**src/rtl/vga_receiver.sv**
```systemverilog
`default_nettype none
// ============================================================================
// Module   : vga_receiver
// Purpose  : Recovers VGA timing from active-low syncs, locks onto the frame
//            structure and emits registered pixel coordinates and colour.
// Revision : 1.0 - initial release
// ============================================================================
module vga_receiver #(
  parameter int H_VISIBLE = 640,
  parameter int H_FRONT   = 16,
  parameter int H_SYNC    = 96,
  parameter int H_BACK    = 48,
  parameter int V_VISIBLE = 480,
  parameter int V_FRONT   = 10,
  parameter int V_SYNC    = 2,
  parameter int V_BACK    = 33
) (
  input  logic        clk_25_175_i,
  input  logic        rst_ni,
  input  logic        vga_hsync_i,
  input  logic        vga_vsync_i,
  input  logic [3:0]  vga_red_i,
  input  logic [3:0]  vga_green_i,
  input  logic [3:0]  vga_blue_i,
  output logic        locked_o,
  output logic        pixel_valid_o,
  output logic [9:0]  position_x_o,
  output logic [9:0]  position_y_o,
  output logic [3:0]  red_o,
  output logic [3:0]  green_o,
  output logic [3:0]  blue_o,
  output logic        frame_start_o,
  output logic [15:0] frame_count_o,
  output logic [7:0]  lock_loss_count_o
);

  localparam int c_h_sum = H_VISIBLE + H_FRONT + H_SYNC + H_BACK;
  localparam int c_v_sum = V_VISIBLE + V_FRONT + V_SYNC + V_BACK;

  localparam logic [9:0] c_h_last = 10'(c_h_sum - 1);
  localparam logic [9:0] c_h_over = 10'(c_h_sum);
  localparam logic [9:0] c_v_last = 10'(c_v_sum);
  localparam logic [9:0] c_v_over = 10'(c_v_sum + 1);
  localparam logic [9:0] c_x_lo   = 10'(H_SYNC + H_BACK);
  localparam logic [9:0] c_x_hi   = 10'(H_SYNC + H_BACK + H_VISIBLE - 1);
  localparam logic [9:0] c_y_lo   = 10'(V_SYNC + V_BACK);
  localparam logic [9:0] c_y_hi   = 10'(V_SYNC + V_BACK + V_VISIBLE - 1);

  typedef enum logic [1:0] {
    SEARCH = 2'd0,
    ALIGN  = 2'd1,
    LOCKED = 2'd2
  } state_t;

  state_t      r_state;
  logic        r_hs_s1, r_vs_s1, r_hs_d, r_vs_d;
  logic [3:0]  r_red_s1, r_green_s1, r_blue_s1;
  logic [9:0]  r_h_cnt, r_v_cnt;
  logic        r_h_seen;
  logic        r_locked, r_frame_start, r_pixel_valid;
  logic [15:0] r_frame_count;
  logic [7:0]  r_loss_count;
  logic [9:0]  r_pos_x, r_pos_y;
  logic [3:0]  r_red, r_green, r_blue;

  logic w_hs_edge, w_vs_edge, w_line_err, w_frame_err, w_err, w_in_window;

  assign w_hs_edge   = r_hs_d & ~r_hs_s1;
  assign w_vs_edge   = r_vs_d & ~r_vs_s1;
  // Line length is meaningless until the counter has been aligned once.
  assign w_line_err  = r_h_seen & ((w_hs_edge & (r_h_cnt != c_h_last)) | (r_h_cnt == c_h_over));
  assign w_frame_err = (w_vs_edge & (r_v_cnt != c_v_last)) | (r_v_cnt == c_v_over);
  assign w_err       = w_line_err | w_frame_err;
  assign w_in_window = (r_h_cnt >= c_x_lo) && (r_h_cnt <= c_x_hi) &&
                       (r_v_cnt >= c_y_lo) && (r_v_cnt <= c_y_hi);

  always_ff @(posedge clk_25_175_i) begin
    if (!rst_ni) begin
      r_hs_s1    <= 1'b1;
      r_vs_s1    <= 1'b1;
      r_hs_d     <= 1'b1;
      r_vs_d     <= 1'b1;
      r_red_s1   <= 4'd0;
      r_green_s1 <= 4'd0;
      r_blue_s1  <= 4'd0;
    end else begin
      r_hs_s1    <= vga_hsync_i;
      r_vs_s1    <= vga_vsync_i;
      r_hs_d     <= r_hs_s1;
      r_vs_d     <= r_vs_s1;
      r_red_s1   <= vga_red_i;
      r_green_s1 <= vga_green_i;
      r_blue_s1  <= vga_blue_i;
    end
  end

  always_ff @(posedge clk_25_175_i) begin
    if (!rst_ni) begin
      r_h_cnt  <= 10'd0;
      r_v_cnt  <= 10'd0;
      r_h_seen <= 1'b0;
    end else begin
      if (w_hs_edge) begin
        r_h_cnt <= 10'd0;
      end else if (r_h_cnt != 10'h3FF) begin
        r_h_cnt <= r_h_cnt + 10'd1;
      end
      // A vsync edge landing on a line start already counts that line.
      if (w_vs_edge) begin
        r_v_cnt <= w_hs_edge ? 10'd1 : 10'd0;
      end else if (w_hs_edge) begin
        r_v_cnt <= r_v_cnt + 10'd1;
      end
      r_h_seen <= r_h_seen | w_hs_edge;
    end
  end

  always_ff @(posedge clk_25_175_i) begin
    if (!rst_ni) begin
      r_state       <= SEARCH;
      r_locked      <= 1'b0;
      r_frame_start <= 1'b0;
      r_frame_count <= 16'd0;
      r_loss_count  <= 8'd0;
    end else begin
      r_frame_start <= 1'b0;
      case (r_state)
        SEARCH: begin
          if (w_vs_edge) r_state <= ALIGN;
        end
        ALIGN: begin
          if (w_err) begin
            r_state <= SEARCH;
          end else if (w_vs_edge) begin
            r_state  <= LOCKED;
            r_locked <= 1'b1;
          end
        end
        LOCKED: begin
          if (w_err) begin
            r_state  <= SEARCH;
            r_locked <= 1'b0;
            if (r_loss_count != 8'hFF) r_loss_count <= r_loss_count + 8'd1;
          end else if (w_vs_edge) begin
            r_frame_start <= 1'b1;
            r_frame_count <= r_frame_count + 16'd1;
          end
        end
        default: begin
          r_state  <= SEARCH;
          r_locked <= 1'b0;
        end
      endcase
    end
  end

  always_ff @(posedge clk_25_175_i) begin
    if (!rst_ni || !((r_state == LOCKED) && w_in_window)) begin
      r_pixel_valid <= 1'b0;
      r_pos_x       <= 10'd0;
      r_pos_y       <= 10'd0;
      r_red         <= 4'd0;
      r_green       <= 4'd0;
      r_blue        <= 4'd0;
    end else begin
      r_pixel_valid <= 1'b1;
      r_pos_x       <= r_h_cnt - c_x_lo;
      r_pos_y       <= r_v_cnt - c_y_lo;
      r_red         <= r_red_s1;
      r_green       <= r_green_s1;
      r_blue        <= r_blue_s1;
    end
  end

  assign locked_o          = r_locked;
  assign pixel_valid_o     = r_pixel_valid;
  assign position_x_o      = r_pos_x;
  assign position_y_o      = r_pos_y;
  assign red_o             = r_red;
  assign green_o           = r_green;
  assign blue_o            = r_blue;
  assign frame_start_o     = r_frame_start;
  assign frame_count_o     = r_frame_count;
  assign lock_loss_count_o = r_loss_count;

endmodule
`default_nettype wire
```
**config.mk**
```make
export PLATFORM = sky130hd
export DESIGN_NAME = vga_receiver
export DESIGN_NICKNAME = d
export VERILOG_FILES = /design/src/rtl/vga_receiver.sv
export SDC_FILE = /design/constraint.sdc
export NUM_CORES = 1
export LEC_CHECK = 0
export CORE_MARGIN = 1
export CORE_UTILIZATION = 33
export DETAILED_ROUTE_END_ITERATION = 16
export GPL_TIMING_DRIVEN = 0
export PLACE_DENSITY = 0.66
export SLEW_MARGIN = 20
export SYNTH_ARGS = -nofsm -noshare
export SYNTH_HDL_FRONTEND = slang
export SYNTH_SLANG_ARGS = --single-unit
```
**constraint.sdc**
```tcl
create_clock -name clk_25_175_i -period 5.65 [get_ports clk_25_175_i]
set_input_delay 1.13 -clock clk_25_175_i [delete_from_list [all_inputs] [get_ports clk_25_175_i]]
set_output_delay 1.13 -clock clk_25_175_i [all_outputs]
set_load 0.005 [all_outputs]
```
==> impl_metrics.toml, run 1 <==
[critical_path]
regToRegStartpoint = "r_v_cnt[0]"
end_kind = "flip-flop"
r2r_cells = 9
arrival_ns = 3.19
r2r_slack_ns = 2.75
crit_type = "in -> reg"
r2r-end = "position_x_o[3]"
cp-start-kind = "input pin"
critPathRequiredTime_ns = 5.93
cp_max_fo = 10

[synthesis]
netlist_area_mm2 = 0.00405
synth-main-ff-cell = "dfxtp_1"
ys_warn_count = 0
synth_edf_count = 0
ys_ff_latch = 98
synth.avg_cell_area_um2 = 9.12
syn_nets = 471
ys_async_sr_fraction_pct = 0
ys_seq_area_share_pct = 48.5
ys_types = 50
netlist_instances = 444

[routing]
vias = 3310
firstDrtPassIters = 4
wl_per_cell_um = 13.2
ant_nets = 0
routed_wl_mm = 8.99
vias_per_cell = 4.86
post-route-drc-count = 0
drt_iter0_markers = 189

[cts]
root_buffer = "clkbuf_16"
cts_hold_buf = 0
htreeDepth = 3
clockBufferDepth = 2
cts_tree = "done"
post_cts_resized = 0
cts.clk_slew.worst_paths_ns = 0.07
cts_buffers = 9
worstSkewPairLatency_ns = 0.34
post_cts_buffers = 0
cts_sinks = 98

[sta]
tns_ns = 0
slew_viol_final = 0
post-route-min-period_ns = 2.91
hold_viol_final = 0
rsz0062_at_grt = "false"
maxSlewHeadroom_pct = 53.2
whs_ns = 0.422
fmax_ghz = 0.344
timing.final.crit_share_pct = 51.5
skew_ns = 0.00763
finalSetupViolCount = 0
worst_pin_slew_ns = 0.685

[worst_hold_path]
min_to = "blue_o[0]"
hp-class = "reg -> reg"
hold_start = "r_blue_s1[0]"
whs_path_depth = 1

[pwr]
vdd_drop_max_uv = 198
power_density_mw_per_mm2 = 259
netSwitchingFraction_pct = 21.8
seqPwrFrac_pct = 51.8
p_clk_share_pct = 44.8
p_int_mw = 1.07
power_frac_comb_pct = 3.4
switching_power_mw = 0.297
p_leak_nw = 1.90

[layout]
fillCellCount = 1151
multi_input_area_mm2 = 0.00192
nets = 556
area_growth_pct = 30.2
drive_gt1_share_pct = 3.93
num_antenna_cells = 0
seq_area_mm2 = 0.00196

[place]
hpwl_mm = 6.40
portBuffers = 74
globalplace.congestion = 0.842

[die]
die_w_um = 113
die_h_um = 113
dieArea_mm2 = 0.0127
core_area_mm2 = 0.0120
io_pins = 75
rows = 40
start_util_pct = 33.8

[grt]
grt_pass1_vias = 3147
grt_overflow = 0
antenna_found_initial = 0
track_usage_pct = 15.0
grt_max_degree = 17
grt_pass1_wl_mm = 15.1

[run_status]
outcome = "finished clean"

[flow_run]
drv_cap = 0
-- metal layers --
metal,vias to the layer above,GRT usage [%],part of all wire (%)
met2,72,24.6,47
met5,-,0,0
met4,0,6.40,2.0
met3,16,3.75,4.1
met1,1535,18.7,47
li1,1687,-,-
-- per-stage QoR --
step                power (mW)  instance area (µm²)  std cells  utilization, %  worst slack, ns
global placement         0.767                 4970        665            41.6             2.38
global route              1.42                 5270        681            44.0             2.47
finish                    1.36                 5270        681            44.0             2.74
floorplan                0.747                 4050        444               -             3.17
detailed placement       0.769                 4970        665            41.6             2.34
CTS                       1.38                 5270        681            44.0             2.68
-- state kept, by name, summed over array words and instances (netlist names), 8 cells and up --
register	cells
r_h_cnt	10
r_v_cnt	10
lock_loss_count_o	8
position_y_o	10
position_x_o	10
frame_count_o	16
-- cell usage after synthesis (all sizes together) (10+ instances only) --
cell type  number  share of area [%]
nor2           48                4.5
clkbuf         21                1.9
nand2          28                2.6
and2           27                4.2
nand3          13                1.6
ha             11                3.4
and3           10                1.5
xor2           14                3.0
xnor2          11                2.4
inv            14                1.3
nand4          12                1.9
dfxtp          98                 48
nand2b         17                2.6
a21oi          24                3.0
-- critical path: stages --
cell and delay, ns:
clkdlybuf4s50_1 0.67, and3_1 0.22, nand3_1 0.35, inv_1 0.34, clkbuf_1 0.31, and2_1 0.17
-- power groups by stage --
stage	Combinational, mW	Clock [mW]	Sequential [mW]
finish	0.0464	0.611	0.706
global route	0.0529	0.657	0.707
CTS	0.0473	0.628	0.706
detailed placement	0.0469	0	0.722
global placement	0.0459	0	0.721
floorplan	0.0272	0	0.720
-- logic make-up (layout without fill, tap and decap cells) --
family / Yosys count / after routing / synth area share, %
simple gates: 200 / 200 / 27.0
flops: 98 / 98 / 48.5
compound gates: 62 / 62 / 9.74
buf+inv: 40 / 130 / 3.99
xor+xnor: 25 / 25 / 5.41
fa+ha+maj: 11 / 11 / 3.40
mux: 8 / 8 / 1.98
-- worst max path at each step --
| stage | to | from | cells past startpoint |
|---|---|---|---|
| 2_1_floorplan | frame_count_o[11] | r_v_cnt[6] | 7 |
| 3_3_place_gp | red_o[1] | rst_ni | 6 |
| 3_5_place_dp | position_x_o[3] | rst_ni | 6 |
| 4_1_cts | position_x_o[3] | rst_ni | 6 |
| 5_1_grt | position_x_o[2] | rst_ni | 6 |
| 6_report | position_x_o[3] | rst_ni | 6 |
-- cells in the final DEF, fill, tap and decap left out, drive strengths merged, types with 8 or more instances in the layout --
master	count
or3	9
nand2b	17
dfxtp	98
and2	27
clkdlybuf4s50	74
a21oi	24
or4	9
and3	10
nand3	13
nand4	12
nand2	28
o21ai	8
xor2	14
nor2	48
inv	14
clkbuf	31
xnor2	11
mux2i	8
ha	11
-- cell type report --
class	instances	area share, %
clock inverter	6	1.28
inverter	14	0.997
tap	147	3.49
timing repair buffer	74	14.1
sequential	98	37.2
multi-input combinational	306	36.5
buffer	26	2.07
clock buffer	10	4.35
Note: power is estimated with default switching activity, not from simulation.
==> run 2, diff against run 1 <==
--- a/config.mk
+++ b/config.mk
@@ -9,7 +9,7 @@
 export CORE_UTILIZATION = 33
 export DETAILED_ROUTE_END_ITERATION = 16
 export GPL_TIMING_DRIVEN = 0
-export PLACE_DENSITY = 0.66
+export PLACE_DENSITY = 0.68
 export SLEW_MARGIN = 20
 export SYNTH_ARGS = -nofsm -noshare
 export SYNTH_HDL_FRONTEND = slang
==> constraint.sdc (replaced) <==
create_clock -name clk_25_175_i -period 2.4 [get_ports clk_25_175_i]
set_input_delay 0.48 -clock clk_25_175_i [delete_from_list [all_inputs] [get_ports clk_25_175_i]]
set_output_delay 0.48 -clock clk_25_175_i [all_outputs]
set_load 0.005 [all_outputs]
==> impl_metrics.toml, run 2 (same netlist as run 1, synthesis figures left out) <==
[grt]
grt_pass1_wl_mm = 15.5
use_met3_pct = 3.70
grt_util_met2_pct = 26.0
track_usage_pct = 15.5
grt_pass1_vias = 3264
grt_max_degree = 18
antenna_found_initial = 0
grt.busiest_layer = "met2"
grtUsageMet1_pct = 18.5
grt_overflow = 0

[layout]
final_cell_mix = "dfxtp_1 (94), clkdlybuf4s50_1 (74), nor2_1 (48)"
area_growth_pct = 35.4
final_common_cell = "dfxtp_1"
num_antenna_cells = 0
drive_gt1_share_pct = 10.7
finalCoreUtilization_pct = 45.8
largest_reg_flops = 16
stdcell_area_mm2 = 0.00548
nets = 557

[run_status]
outcome = "complete, but fails checks"
violations = "setup timing"

[pwr]
seqPwrFrac_pct = 51.2
power_frac_comb_pct = 3.5
switching_power_mw = 0.726
vdd_drop_max_uv = 360
p_int_mw = 2.52
p_clk_share_pct = 45.4
power_density_mw_per_mm2 = 592
p_leak_nw = 2.00
netSwitchingFraction_pct = 22.4

[sta]
timing.final.crit_share_pct = 103
finalSetupViolCount = 7
worst_pin_slew_ns = 0.612
rsz0062_at_grt = "true"
fmax_ghz = 0.406
skew_ns = 0.00867
tns_ns = -0.187
post-route-min-period_ns = 2.46
slew_viol_final = 0
maxSlewHeadroom_pct = 59.2
fin_ws_ns = -0.0632
hold_viol_final = 0

[cts]
htreeDepth = 3
worstSkewPairLatency_ns = 0.36
cts.clk_slew.worst_paths_ns = 0.07
cts_buffers = 9
clockBufferDepth = 2
root_buffer = "clkbuf_16"
cts_sinks = 98
cts_tree = "done"
cts_hold_buf = 0

[die]
start_util_pct = 33.8
rows = 40
io_pins = 75
die_w_um = 113
core_area_mm2 = 0.0120
die_h_um = 113
dieArea_mm2 = 0.0127

[worst_hold_path]
hp-class = "reg -> reg"

[place]
dp_slack_ns = -0.479
place_area_mm2 = 0.00498
portBuffers = 74
globalplace.congestion = 0.844
hpwl_mm = 6.44

[critical_path]
end_kind = "flip-flop"
arrival_ns = 2.74
critPathRequiredTime_ns = 2.68
cp-start-kind = "flip-flop"
crit_type = "reg -> reg"
cp_max_fo = 8

[flow_run]
drv_cap = 0

[routing]
post-route-drc-count = 0
ant_nets = 0
vias = 3385
routed_wl_mm = 9.37
wl_per_cell_um = 13.7
firstDrtPassIters = 4
drt_iter0_markers = 128
vias_per_cell = 4.96
[run 2: worst paths after layout]
path / startpoint / endpoint / slack, ns / depth (start not counted)
max: r_v_cnt[8] / frame_count_o[12] / -0.06 / 5
min: r_blue_s1[3] / blue_o[3] / 0.42 / 1
max reg2reg: r_v_cnt[8] / frame_count_o[12] / -0.06 / 5
min reg2reg: r_blue_s1[3] / blue_o[3] / 0.42 / 1
[run 2: what timing repair did]
action	CTS	global route
hold endpoints to repair	0	0
setup buffers	5	1
cloned	2	0
setup endpoints to repair	41	44
gates resized for setup	19	31
pin swaps	18	8
[run 2: layout make-up]
cell class	count	area (µm²)
multi-input combinational	306	2050
timing repair buffer	82	825
clock buffer	9	225
tap	147	184
sequential	98	1970
inverter	14	52.6
buffer	19	97.6
clock inverter	7	75.1
fill	1136	6480
[run 2: power by group through the flow]
stage / Combinational [mW] / Sequential (mW) / Clock, mW
2_1_floorplan: 0.0641 / 1.70 / 0
3_3_place_gp: 0.109 / 1.70 / 0
3_5_place_dp: 0.111 / 1.70 / 0
4_1_cts: 0.112 / 1.66 / 1.52
5_1_grt: 0.125 / 1.66 / 1.59
6_report: 0.112 / 1.66 / 1.47
[run 2: routing by layer]
layer | part of all wire [%] | wire (µm)
met2 | 47 | 4450
met1 | 46 | 4320
met3 | 4.3 | 401
met5 | 0 | 0
met4 | 2.1 | 200
[run 2: critical path: stages (launching register included)]
cell and delay, ns:
dfxtp_4 0.34, or3_4 0.39, or4_4 0.53, or4_4 0.49
or4b_1 0.49, a21oi_1 0.14
[run 2: stage by stage]
| step | hold WS, ns | total power, mW | cells |
|---|---|---|---|
| after floorplan | 0.401 | 1.76 | 444 |
| after global placement | 0.407 | 1.81 | 665 |
| after detailed placement | 0.415 | 1.81 | 665 |
| after CTS | 0.428 | 3.29 | 684 |
| after global routing | 0.444 | 3.38 | 682 |
| final | 0.424 | 3.24 | 682 |
==> run 3, diff against run 2 <==
==> constraint.sdc (replaced) <==
create_clock -name clk_25_175_i -period 2.4 [get_ports clk_25_175_i]
set_input_delay 0.6 -clock clk_25_175_i [delete_from_list [all_inputs] [get_ports clk_25_175_i]]
set_output_delay 0.6 -clock clk_25_175_i [all_outputs]
set_load 0.005 [all_outputs]
==> results of run 3 <==
No change in the layout: final DEF, timing and power equal those of run 2.
